`src/rtl/uart_rx_cfg.sv`:
```
// UART receiver with elaboration-time frame format, 3-sample majority voting,
// parity/framing/break detection and a valid/ready output register with overrun pulse.
module uart_rx_cfg #(
  parameter int unsigned CLK_FREQ  = 25000000,
  parameter int unsigned BAUD      = 115200,
  parameter int unsigned DATA_BITS = 8,
  parameter int unsigned PARITY    = 0,
  parameter int unsigned STOP_BITS = 1
) (
  input  logic                 i_clk,
  input  logic                 i_rst,
  input  logic                 i_in,
  output logic [DATA_BITS-1:0] o_data,
  output logic                 o_valid,
  input  logic                 i_ready,
  output logic                 o_parity_err,
  output logic                 o_frame_err,
  output logic                 o_break,
  output logic                 o_overrun,
  output logic                 o_busy
);

  localparam int unsigned CPB = CLK_FREQ / BAUD;
  localparam int unsigned H   = CPB / 2;
  localparam int unsigned CW  = $clog2(CPB);

  localparam logic [CW-1:0] CntLast = CW'(CPB - 1);
  localparam logic [CW-1:0] CntS0   = CW'(H - 1);
  localparam logic [CW-1:0] CntS1   = CW'(H);
  localparam logic [CW-1:0] CntDec  = CW'(H + 1);
  localparam logic [3:0]    DataLast = 4'(DATA_BITS - 1);
  localparam logic [3:0]    StopLast = 4'(STOP_BITS - 1);

  if (CPB < 8) begin : g_cpb_chk
    $error("uart_rx_cfg: CLK_FREQ/BAUD must be at least 8");
  end
  if (DATA_BITS < 5 || DATA_BITS > 9) begin : g_data_chk
    $error("uart_rx_cfg: DATA_BITS must be 5..9");
  end
  if (PARITY > 2) begin : g_par_chk
    $error("uart_rx_cfg: PARITY must be 0, 1 or 2");
  end
  if (STOP_BITS < 1 || STOP_BITS > 2) begin : g_stop_chk
    $error("uart_rx_cfg: STOP_BITS must be 1 or 2");
  end

  typedef enum logic [2:0] {StWaitHi, StIdle, StStart, StData, StParity, StStop} state_e;

  state_e                 state_q, state_d;
  logic [1:0]             sync_q, sync_d;
  logic [CW-1:0]          cnt_q, cnt_d;
  logic [3:0]             idx_q, idx_d;
  logic [1:0]             samp_q, samp_d;
  logic [DATA_BITS-1:0]   shift_q, shift_d;
  logic                   par_bit_q, par_bit_d;
  logic                   par_err_q, par_err_d;
  logic                   stop_err_q, stop_err_d;
  logic [DATA_BITS-1:0]   data_q, data_d;
  logic                   valid_q, valid_d;
  logic                   perr_q, perr_d;
  logic                   ferr_q, ferr_d;
  logic                   break_q, break_d;
  logic                   ovr_q, ovr_d;

  logic rx, maj, decide, accept, par_exp, is_break, frame_bad;

  assign rx = sync_q[1];

  always_comb begin
    state_d    = state_q;
    sync_d     = {sync_q[0], i_in};
    cnt_d      = cnt_q;
    idx_d      = idx_q;
    samp_d     = samp_q;
    shift_d    = shift_q;
    par_bit_d  = par_bit_q;
    par_err_d  = par_err_q;
    stop_err_d = stop_err_q;
    data_d     = data_q;
    valid_d    = valid_q;
    perr_d     = perr_q;
    ferr_d     = ferr_q;
    break_d    = 1'b0;
    ovr_d      = 1'b0;

    maj       = (samp_q[0] & samp_q[1]) | (samp_q[0] & rx) | (samp_q[1] & rx);
    decide    = (cnt_q == CntDec);
    accept    = valid_q & i_ready;
    par_exp   = (PARITY == 1) ? ~^shift_q : ^shift_q;
    frame_bad = stop_err_q | ~maj;
    // par_bit_q stays 0 when there is no parity bit, so it never blocks break detection
    is_break  = ~maj & (shift_q == '0) & ~par_bit_q;

    if (accept) valid_d = 1'b0;

    if (state_q inside {StStart, StData, StParity, StStop}) begin
      cnt_d = (cnt_q == CntLast) ? '0 : cnt_q + 1'b1;
      if (cnt_q == CntS0) samp_d[0] = rx;
      if (cnt_q == CntS1) samp_d[1] = rx;
    end

    case (state_q)
      StWaitHi: if (rx) state_d = StIdle;
      StIdle: begin
        if (!rx) begin
          state_d    = StStart;
          cnt_d      = '0;
          idx_d      = '0;
          par_bit_d  = 1'b0;
          par_err_d  = 1'b0;
          stop_err_d = 1'b0;
        end
      end
      StStart: if (decide) state_d = maj ? StIdle : StData;
      StData: begin
        if (decide) begin
          shift_d = {maj, shift_q[DATA_BITS-1:1]};
          idx_d   = idx_q + 1'b1;
          if (idx_q == DataLast) begin
            idx_d   = '0;
            state_d = (PARITY != 0) ? StParity : StStop;
          end
        end
      end
      StParity: begin
        if (decide) begin
          par_bit_d = maj;
          par_err_d = maj ^ par_exp;
          state_d   = StStop;
        end
      end
      StStop: begin
        if (decide) begin
          if (!maj) stop_err_d = 1'b1;
          idx_d = idx_q + 1'b1;
          if (idx_q == StopLast) begin
            state_d = frame_bad ? StWaitHi : StIdle;
            if (is_break) begin
              break_d = 1'b1;
            end else if (!valid_q || accept) begin
              data_d  = shift_q;
              perr_d  = par_err_q;
              ferr_d  = frame_bad;
              valid_d = 1'b1;
            end else begin
              ovr_d = 1'b1;
            end
          end
        end
      end
      default: state_d = StWaitHi;
    endcase
  end

  always_ff @(posedge i_clk) begin
    if (i_rst) begin
      state_q    <= StWaitHi;
      sync_q     <= 2'b11;
      cnt_q      <= '0;
      idx_q      <= '0;
      samp_q     <= 2'b11;
      shift_q    <= '0;
      par_bit_q  <= 1'b0;
      par_err_q  <= 1'b0;
      stop_err_q <= 1'b0;
      data_q     <= '0;
      valid_q    <= 1'b0;
      perr_q     <= 1'b0;
      ferr_q     <= 1'b0;
      break_q    <= 1'b0;
      ovr_q      <= 1'b0;
    end else begin
      state_q    <= state_d;
      sync_q     <= sync_d;
      cnt_q      <= cnt_d;
      idx_q      <= idx_d;
      samp_q     <= samp_d;
      shift_q    <= shift_d;
      par_bit_q  <= par_bit_d;
      par_err_q  <= par_err_d;
      stop_err_q <= stop_err_d;
      data_q     <= data_d;
      valid_q    <= valid_d;
      perr_q     <= perr_d;
      ferr_q     <= ferr_d;
      break_q    <= break_d;
      ovr_q      <= ovr_d;
    end
  end

  assign o_data       = data_q;
  assign o_valid      = valid_q;
  assign o_parity_err = perr_q;
  assign o_frame_err  = ferr_q;
  assign o_break      = break_q;
  assign o_overrun    = ovr_q;
  assign o_busy       = (state_q != StIdle);

endmodule

```
`config.mk`:
```
export PLATFORM = sky130hd
export DESIGN_NAME = uart_rx_cfg
export DESIGN_NICKNAME = d
export VERILOG_FILES = /design/src/rtl/uart_rx_cfg.sv
export SDC_FILE = /design/constraint.sdc
export NUM_CORES = 1
export LEC_CHECK = 0
export ABC_AREA = 1
export ABC_CLOCK_PERIOD_IN_PS = 4700
export CORE_UTILIZATION = 30
export CTS_CLUSTER_DIAMETER = 50
export CTS_CLUSTER_SIZE = 25
export DETAILED_ROUTE_END_ITERATION = 8
export PLACE_DENSITY_LB_ADDON = 0.2
export SETUP_SLACK_MARGIN = 0.2
export SYNTH_ARGS = -nofsm -noshare
export SYNTH_HDL_FRONTEND = slang
export SYNTH_SLANG_ARGS = --single-unit
```
`constraint.sdc`:
```
create_clock -name i_clk -period 4.7 [get_ports i_clk]
set_input_delay 0.94 -clock i_clk [delete_from_list [all_inputs] [get_ports i_clk]]
set_output_delay 0.94 -clock i_clk [all_outputs]
set_load 0.005 [all_outputs]
```
### After elaboration in Yosys (flattened, before gate mapping)

Cells that the tools add are included.
W data, S select, Z words.

| word-level totals | value |
|---|---|
| bits of input ports | 4 |
| output and inout bits | 14 |
| flip-flop bits (word level) | 43 |
| word-level logic and storage cells | 110 |

| cells by class | value |
|---|---|
| reduce and logical (&&, ||, !) cells | 20 |
| equality and inequality tests | 20 |
| add/subtract/negate cells | 2 |
| bitwise gates (word level) | 16 |
| muxes and demuxes | 36 |

Operator list:

| operator | count |
|---|---|
| $mux W8 | 4 |
| $eq A8 B7 Y1 const B | 3 |
| $mux W3 | 8 |
| $pmux W3 S6 | 1 |
| $mux W4 | 4 |
| $mux W1 | 14 |
| $ne A2 B2 Y1 const B | 7 |
| $pmux W4 S3 | 1 |
| $add A8 B1 Y8 const B | 1 |
| $eq A8 B8 Y1 const B | 1 |
| $logic_not A8 Y1 | 1 |
| $reduce_and A4 Y1 | 2 |
| $reduce_and A8 Y1 | 1 |
| $reduce_xor A8 Y1 | 1 |
| $and A1 B1 Y1 | 6 |
| $eq A3 B2 Y1 const B | 2 |
| $eq A3 B3 Y1 const B | 2 |
| $not A1 Y1 | 6 |
| $pmux W1 S2 | 3 |
| $reduce_and A2 Y1 | 3 |
| $reduce_and A5 Y1 | 1 |
| $reduce_or A5 Y1 | 1 |
| $add A4 B1 Y4 const B | 1 |
| $eq A4 B3 Y1 const B | 1 |
| other kinds (15) | 19 |

### Logic depth before layout (Yosys ltp)

Gate-level depths: netlist of the first run.

| depth | value |
|---|---|
| depth in word-level cells | 10 |
| depth in mapped cells | 11 |
| depth with buffers taken out | 11 |

### Worst setup path after synthesis of the first run

Ideal clock, no wire load.

| timing | value |
|---|---|
| kind | input -> register |
| start | input port i_rst |
| end | register cnt_q[0] |
| slack | 2,875 ps |
| data required time | 4,554 ps |
| setup time | 146 ps |
| buffers on the path | 1 |
| cell stages on the path | 6 |
| arrival | 1,679 ps |
| cells stage by stage | clkbuf_1 > inv_1 > nand2_1 > inv_1 > o31ai_1 > nor3b_1 |

RTL lines:

| item | line | source |
|---|---|---|
| start, declared | 11 | `input logic i_rst,` |
| end signal, assigned | 175 | `cnt_q <= cnt_d;` |
| end, declared | 51 | `logic [CW-1:0] cnt_q, cnt_d;` |

### Worst setup path after layout of the first run

| timing | value |
|---|---|
| start | register state_q[2] |
| end | output port o_busy |

| between the ends | value |
|---|---|
| longest elaborated chain between the ends | 1 |

Ends and longest elaborated chain:

| item | line | source |
|---|---|---|
| start, declared | 49 | `state_e state_q, state_d;` |
| start signal, assigned | 157 | `state_q <= StWaitHi;` |
| start signal, assigned | 173 | `state_q <= state_d;` |
| $ne A3 B1 Y1 | 197 | `assign o_busy = (state_q != StIdle);` |
| end, declared | 20 | `output logic o_busy` |

No other way between the ends.

==> run_results.csv, run 1 <==
group,metric,value,unit
run_status,run_status,"complete, no violations",
route,routed_via_density,4.397,
clock_network,postCtsSetupBuffers,0,
final_layout,utilization,35.74,%
clock_network,tritoncts,"yes",
hold_path,min_path_cells,1,
synthesis,synth-edff-count,0,
final_layout,area_delta_synth_final,15.69,%
synthesis,synth_top_cell_area_share,38.41,%
timing,hold_viol,0,
clock_network,worstSkewPairLatency,290,ps
grt,grt-ovfl-total,0,
critical_path,timing.reg2reg.worst_path_depth,4,
clock_network,clock_tree.htree_level_count,2,
timing,timing.hold.ws,414.6,ps
timing,max_slew.worst_pin.slew,857.0,ps
synthesis,synth.area.mux_share,0,%
clock_network,root_buffer,"clkbuf_8",
floorplanning,design.core.area,0.007253,sq mm
floorplanning,floorplan.die.width,88.43,um
grt,grt_first_pass_wirelength,7748,um
hold_path,hp-start,"sync_q[0]",
final_layout,final_layout_size_suffix_gt1_share,6.195,%
synthesis,synth_top_family_by_area,"simple AND/OR/NAND/NOR gates",
critical_path,crit-reg2reg-launch,"state_q[2]",
timing,final_min_period,2582,ps
synthesis,portion_of_the_post_synthesis_area_used_by_sequential_elements,38.41,%
clock_network,tritoncts.num_buffers,5,
pwr,vdd_ir_drop_max,0.1674,mV
synthesis,avgSynthCellArea,6.938,sq um
synthesis,synth-simple-area-share,31.88,%
synthesis,seq_cells_post_synth,43,
route,drtIter0Drc,106,
clock_network,clock_tree.buffer_depth,2,
critical_path,critPathRequiredTime,3760,ps
timing,report.final.setup_viol,0,
synthesis,synth_compound_gate_area_share,10.22,%
route,drt_pre_antenna_iters,5,
synthesis,post-synth-top-count-cell,"nand2_1",
critical_path,timing.critical_path.from_type,"flop",
floorplanning,initial_utilization,30.90,%
grt,grt_antenna_before_repair,0,
hold_path,min_delay_worst_endpoint,"sync_q[1]",
grt,maximum_number_of_pins_on_one_net_before_global_route_repair,26,
final_layout,count_of_inserted_antenna_diode_cells,0,
clock_network,worst_setup_hold_path_clk_slew,80,ps
critical_path,regToRegEndpoint,"cnt_q[7]",
critical_path,crit_arrival,1640,ps
grt,first_global_vias,1768,
timing,total_negative_slack,0,ps
synthesis,ys_top_cells_by_area,"dfxtp_1 38%, nand2_1 13%, nor2_1 7.9%",
synthesis,synth_adder_area_share,5.583,%
synthesis,ys_dominant_reg_cell,"dfxtp_1",
synthesis,synth.lib_cells_used.distinct,31,
pwr,areal_power_density_over_the_cells,360.5,mW/mm^2
pwr,power_leakage,1.177,nW
timing,max_freq,0.3873,GHz
timing,timing.slew.headroom,42.38,%
pwr,fin_total_pwr,0.9345,mW
synthesis,synth_commonest_cells,"75 x nand2_1, 47 x nor2_1, 45 x inv_1",
clock_network,cts.repair.resized,0,
critical_path,critPathMaxFanout,9,
grt,grt_util_all_layers,12.67,%
synthesis,postSynth.asyncResetShare,0,%
floorplanning,chipHeight,88.43,um
critical_path,timing.reg2reg.setup_slack,2770,ps
critical_path,endpoint_kind,"output pin",
final_layout,num-nets-final,352,
flow_run,maxCapViolCount,0,
timing,final_max_slew_viol_count,0,
synthesis,post_synth_instance_area,0.002241,sq mm
route,dr_total_vias,1926,
synthesis,synth_top_cell_by_area,"dfxtp_1",
route,avgRoutedWirePerCell,9.767,um
placed_design,io_buffers,17,
route,antenna_violating_nets_post_route,0,
synthesis,synth.net_count,337,
synthesis,post_synthesis_instance_total,323,
clock_network,sink_count,43,
floorplanning,row_count,31,
route,route.final.wire_length,4278,um
placed_design,total_half_perimeter_wirelength_after_legalization_and_detailed_placement,3203,um
synthesis,synth-xor-area-share,3.127,%
critical_path,timing_worst_setup_path_type,"flop to output pin",
floorplanning,num_io_pins,18,
route,drt_drc_violations_left,0,
placed_design,last_weighted_congestion_value_of_the_routability_driven_placer,0.7483,
timing,final_cycle_share,54.94,%
floorplanning,design.die.area,0.007819,sq mm
timing,timing.clock.skew,7.777,ps
hold_path,min-delay-path-class,"flop to flop",
synthesis,yosys_synthesis_warning_count,0,
clock_network,hold_buffers,0,
timing,rsz0062_at_grt,"no",
[metrics by stage]
step	setup WS (ps)	instances	instance area, sq um
2_1_floorplan	2875	323	2241
3_3_place_gp	1809	430	2475
3_5_place_dp	1740	430	2475
4_1_cts	2067	438	2592
5_1_grt	1867	438	2592
6_report	2118	438	2592
[worst max-delay path, stage by stage, from the launching register on]
cell and delay [ps]:
dfxtp_1 520, inv_2 110, nand3_1 180, clkdlybuf4s50_1 530
[worst max path at each step]
stage                from  endpoint  depth (start not counted)
4_1_cts             i_rst  cnt_q[0]                          6
5_1_grt             i_rst  cnt_q[0]                          6
3_3_place_gp        i_rst  cnt_q[4]                          6
3_5_place_dp        i_rst  cnt_q[0]                          6
6_report       state_q[2]    o_busy                          3
2_1_floorplan       i_rst  cnt_q[0]                          6
[cells in the final DEF (no fill, tap or decap), drive strengths merged, types with 3 or more instances in the layout]
cell and n:
nor3b 3, ha 10, xnor2 3, a21oi 19, inv 47, nand2 80, nor2 49, xor2 5
clkbuf 6, nand3 17, nand4 9, clkdlybuf4s50 17, dfxtp 43, o21ai 19
[final cells by class]
type	instances	area [sq um]
flip-flops and latches	43	860.8
well taps	99	123.9
inverters	48	181.4
repair buffers	17	170.2
clock buffers	6	82.58
clock inverters	2	35.03
multi-input cells	223	1139
fillers	789	4661
[sequential cells by signal, summed over array words and instances, names as in the netlist]
name and count:
shift_q 8, o_valid 1, o_parity_err 1, cnt_q 8, o_break 1, o_frame_err 1
par_err_q 1, stop_err_q 1, samp_q 2, o_overrun 1, idx_q 4, sync_q 2
state_q 3, o_data 8, par_bit_q 1
[power breakdown]
| part | switching (mW) | internal (mW) |
|---|---|---|
| registers | 0.0331 | 0.387 |
| clock network | 0.127 | 0.172 |
| logic | 0.136 | 0.0796 |
| total | 0.296 | 0.638 |
[layer usage]
metal  track usage, %  up-vias  wire length, um
met4            4.399        0               49
met1            16.42      833             2205
met5                0        -                0
met2            20.77       36             1876
li1                 -     1052                -
met3            2.799        5              146
[cell families (layout without fill, tap and decap cells)]
group / after synthesis / after routing
AOI/OAI and AO/OA: 43 / 43
adders and majority gates: 10 / 10
and+or+nand+nor: 162 / 162
DFF: 43 / 43
buffers and inverters: 57 / 73
xor gates and xnor gates: 8 / 8
No activity file was read; power rests on OpenSTA's default activity.
==> run 2: changes to the inputs <==
- ABC_CLOCK_PERIOD_IN_PS: 4700 -> 2300
- clock period: 4.7 -> 2.3 ns (I/O delays scaled with it)
==> run 2 against run 1 <==
  * Routed wire length up 3.4%
  * Combinational power up 110%
  * Flip-flop and latch count unchanged
  * Critical endpoint unchanged
  * Largest cell class unchanged
  * Largest power group unchanged
==> run_results.csv, run 2 (same netlist as run 1, synthesis figures left out) <==
group,metric,value,unit
clock_network,clock_tree.buffer_depth,2,
grt,first_global_vias,1754,
floorplanning,num_io_pins,18,
placed_design,worst_slack_placed,326.5,ps
pwr,areal_power_density_over_the_cells,767.1,mW/mm^2
placed_design,last_weighted_congestion_value_of_the_routability_driven_placer,0.7633,
clock_network,worst_setup_hold_path_clk_slew,80,ps
hold_path,min-delay-path-class,"flop to flop",
critical_path,crit-reg2reg-launch,"state_q[0]",
timing,max_slew.worst_pin.slew,473.0,ps
final_layout,count_of_inserted_antenna_diode_cells,0,
hold_path,min_delay_worst_endpoint,"sync_q[1]",
floorplanning,chipHeight,88.43,um
run_status,run_status,"complete, no violations",
critical_path,timing_worst_setup_path_type,"flop to output pin",
placed_design,total_half_perimeter_wirelength_after_legalization_and_detailed_placement,3237,um
grt,grt_util_all_layers,12.84,%
final_layout,area_delta_synth_final,17.81,%
clock_network,tritoncts.num_buffers,5,
critical_path,critPathMaxFanout,10,
route,avgRoutedWirePerCell,10.01,um
route,route.final.wire_length,4424,um
floorplanning,design.die.area,0.007819,sq mm
timing,final_max_slew_viol_count,0,
clock_network,tritoncts,"yes",
floorplanning,row_count,31,
clock_network,worstSkewPairLatency,300,ps
flow_run,maxCapViolCount,0,
route,drt_drc_violations_left,0,
route,routed_via_density,4.398,
critical_path,endpoint_kind,"output pin",
timing,timing.slew.headroom,68.39,%
final_layout,final_layout_size_suffix_gt1_share,7.580,%
final_layout,seqCellArea,863.3,sq um
final_layout,num-nets-final,356,
timing,final_cycle_share,87.68,%
clock_network,postCtsSetupBuffers,0,
critical_path,crit_arrival,1560,ps
pwr,combinational_group_share_of_total_power,22.5,%
timing,layout_setup_ws,283.4,ps
pwr,internal_power,1.396,mW
final_layout,layout.cells.most_common_list,"75 x nand2_1, 47 x nor2_1, 45 x inv_1",
route,antenna_violating_nets_post_route,0,
clock_network,clock_tree.htree_level_count,2,
timing,rsz0062_at_grt,"no",
critical_path,timing.reg2reg.setup_slack,500,ps
timing,report.final.setup_viol,0,
clock_network,hold_buffers,0,
timing,total_negative_slack,0,ps
pwr,power_leakage,1.201,nW
pwr,power_switching,0.6294,mW
hold_path,min_path_cells,1,
floorplanning,floorplan.die.width,88.43,um
timing,hold_viol,0,
grt,grt_first_pass_wirelength,7845,um
route,drt_pre_antenna_iters,4,
pwr,proportion_of_power_drawn_by_the_clock_network,34.9,%
critical_path,critPathRequiredTime,1840,ps
clock_network,sink_count,43,
grt,maximum_number_of_pins_on_one_net_before_global_route_repair,25,
final_layout,final_common_cell,"nand2_1",
pwr,power.share.switching,31.08,%
grt,grt-ovfl-total,0,
pwr,seq_power_share,42.6,%
hold_path,hp-start,"sync_q[0]",
route,dr_total_vias,1944,
clock_network,root_buffer,"clkbuf_8",
final_layout,n_fill_cell,767,
placed_design,io_buffers,17,
critical_path,timing.reg2reg.worst_path_depth,5,
grt,grt_antenna_before_repair,0,
timing,final_min_period,2017,ps
critical_path,regToRegEndpoint,"o_frame_err",
timing,max_freq,0.4959,GHz
floorplanning,initial_utilization,30.90,%
floorplanning,design.core.area,0.007253,sq mm
critical_path,timing.critical_path.from_type,"flop",
route,drtIter0Drc,90,
clock_network,cts.repair.resized,1,
final_layout,multi_input_comb_area,0.001139,sq mm
timing,timing.clock.skew,8.224,ps
pwr,vdd_ir_drop_max,0.4726,mV
-- run 2: worst max-delay path, cell delays in order, from the launching register on --
cell and delay [ps]:
dfxtp_1 520, nand3_1 240, clkdlybuf4s50_1 500
-- run 2: power by group through the flow --
stage               Clock, mW  Sequential, mW  Combinational [mW]
global placement            0           0.875               0.453
CTS                     0.729           0.860               0.457
global route            0.758           0.874               0.529
finish                  0.707           0.863               0.455
floorplan                   0           0.839               0.386
detailed placement          0           0.876               0.455
-- run 2: worst max-delay path by stage --
stage / startpoint / endpoint / slack [ps] / depth (start not counted)
after floorplan: state_q[1] / cnt_q[7] / 730 / 6
after global placement: i_ready / o_frame_err / 370 / 6
after detailed placement: i_ready / o_frame_err / 330 / 6
after CTS: state_q[1] / o_busy / 210 / 3
after global routing: state_q[0] / o_frame_err / 210 / 5
final: state_q[0] / o_busy / 280 / 2
-- run 2: cell type report --
cell class / instances / area share (%)
clock buffer: 6 / 2.749
inverter: 48 / 6.872
clock inverter: 2 / 2.275
multi-input combinational: 223 / 43.13
timing repair buffer: 21 / 7.583
sequential: 43 / 32.70
tap: 99 / 4.692
-- run 2: routing by layer --
metal / track usage (%) / share of wire (%) / up-vias / wire length (um)
li1: - / - / 1056 / -
met1: 16.96 / 52 / 861 / 2305
met2: 20.28 / 44 / 20 / 1941
met3: 3.078 / 2.5 / 7 / 111
met4: 4.839 / 1.5 / 0 / 66
met5: 0 / 0 / - / 0
-- run 2: per-stage QoR --
| stage | std cells | instance area, sq um | util, % | hold WS, ps | power (mW) |
|---|---|---|---|---|---|
| finish | 442 | 2640 | 36.40 | 420.4 | 2.025 |
| global placement | 434 | 2505 | 34.54 | 392.0 | 1.328 |
| global route | 442 | 2640 | 36.40 | 441.8 | 2.161 |
| detailed placement | 434 | 2505 | 34.54 | 402.2 | 1.331 |
| floorplan | 323 | 2241 | - | 389.5 | 1.225 |
| CTS | 442 | 2639 | 36.38 | 424.8 | 2.046 |
==> run 3: changes to the inputs <==
- CAP_MARGIN: not set -> 5
==> results of run 3 <==
Same layout as run 2: the final DEF is identical, and so are final timing and power.
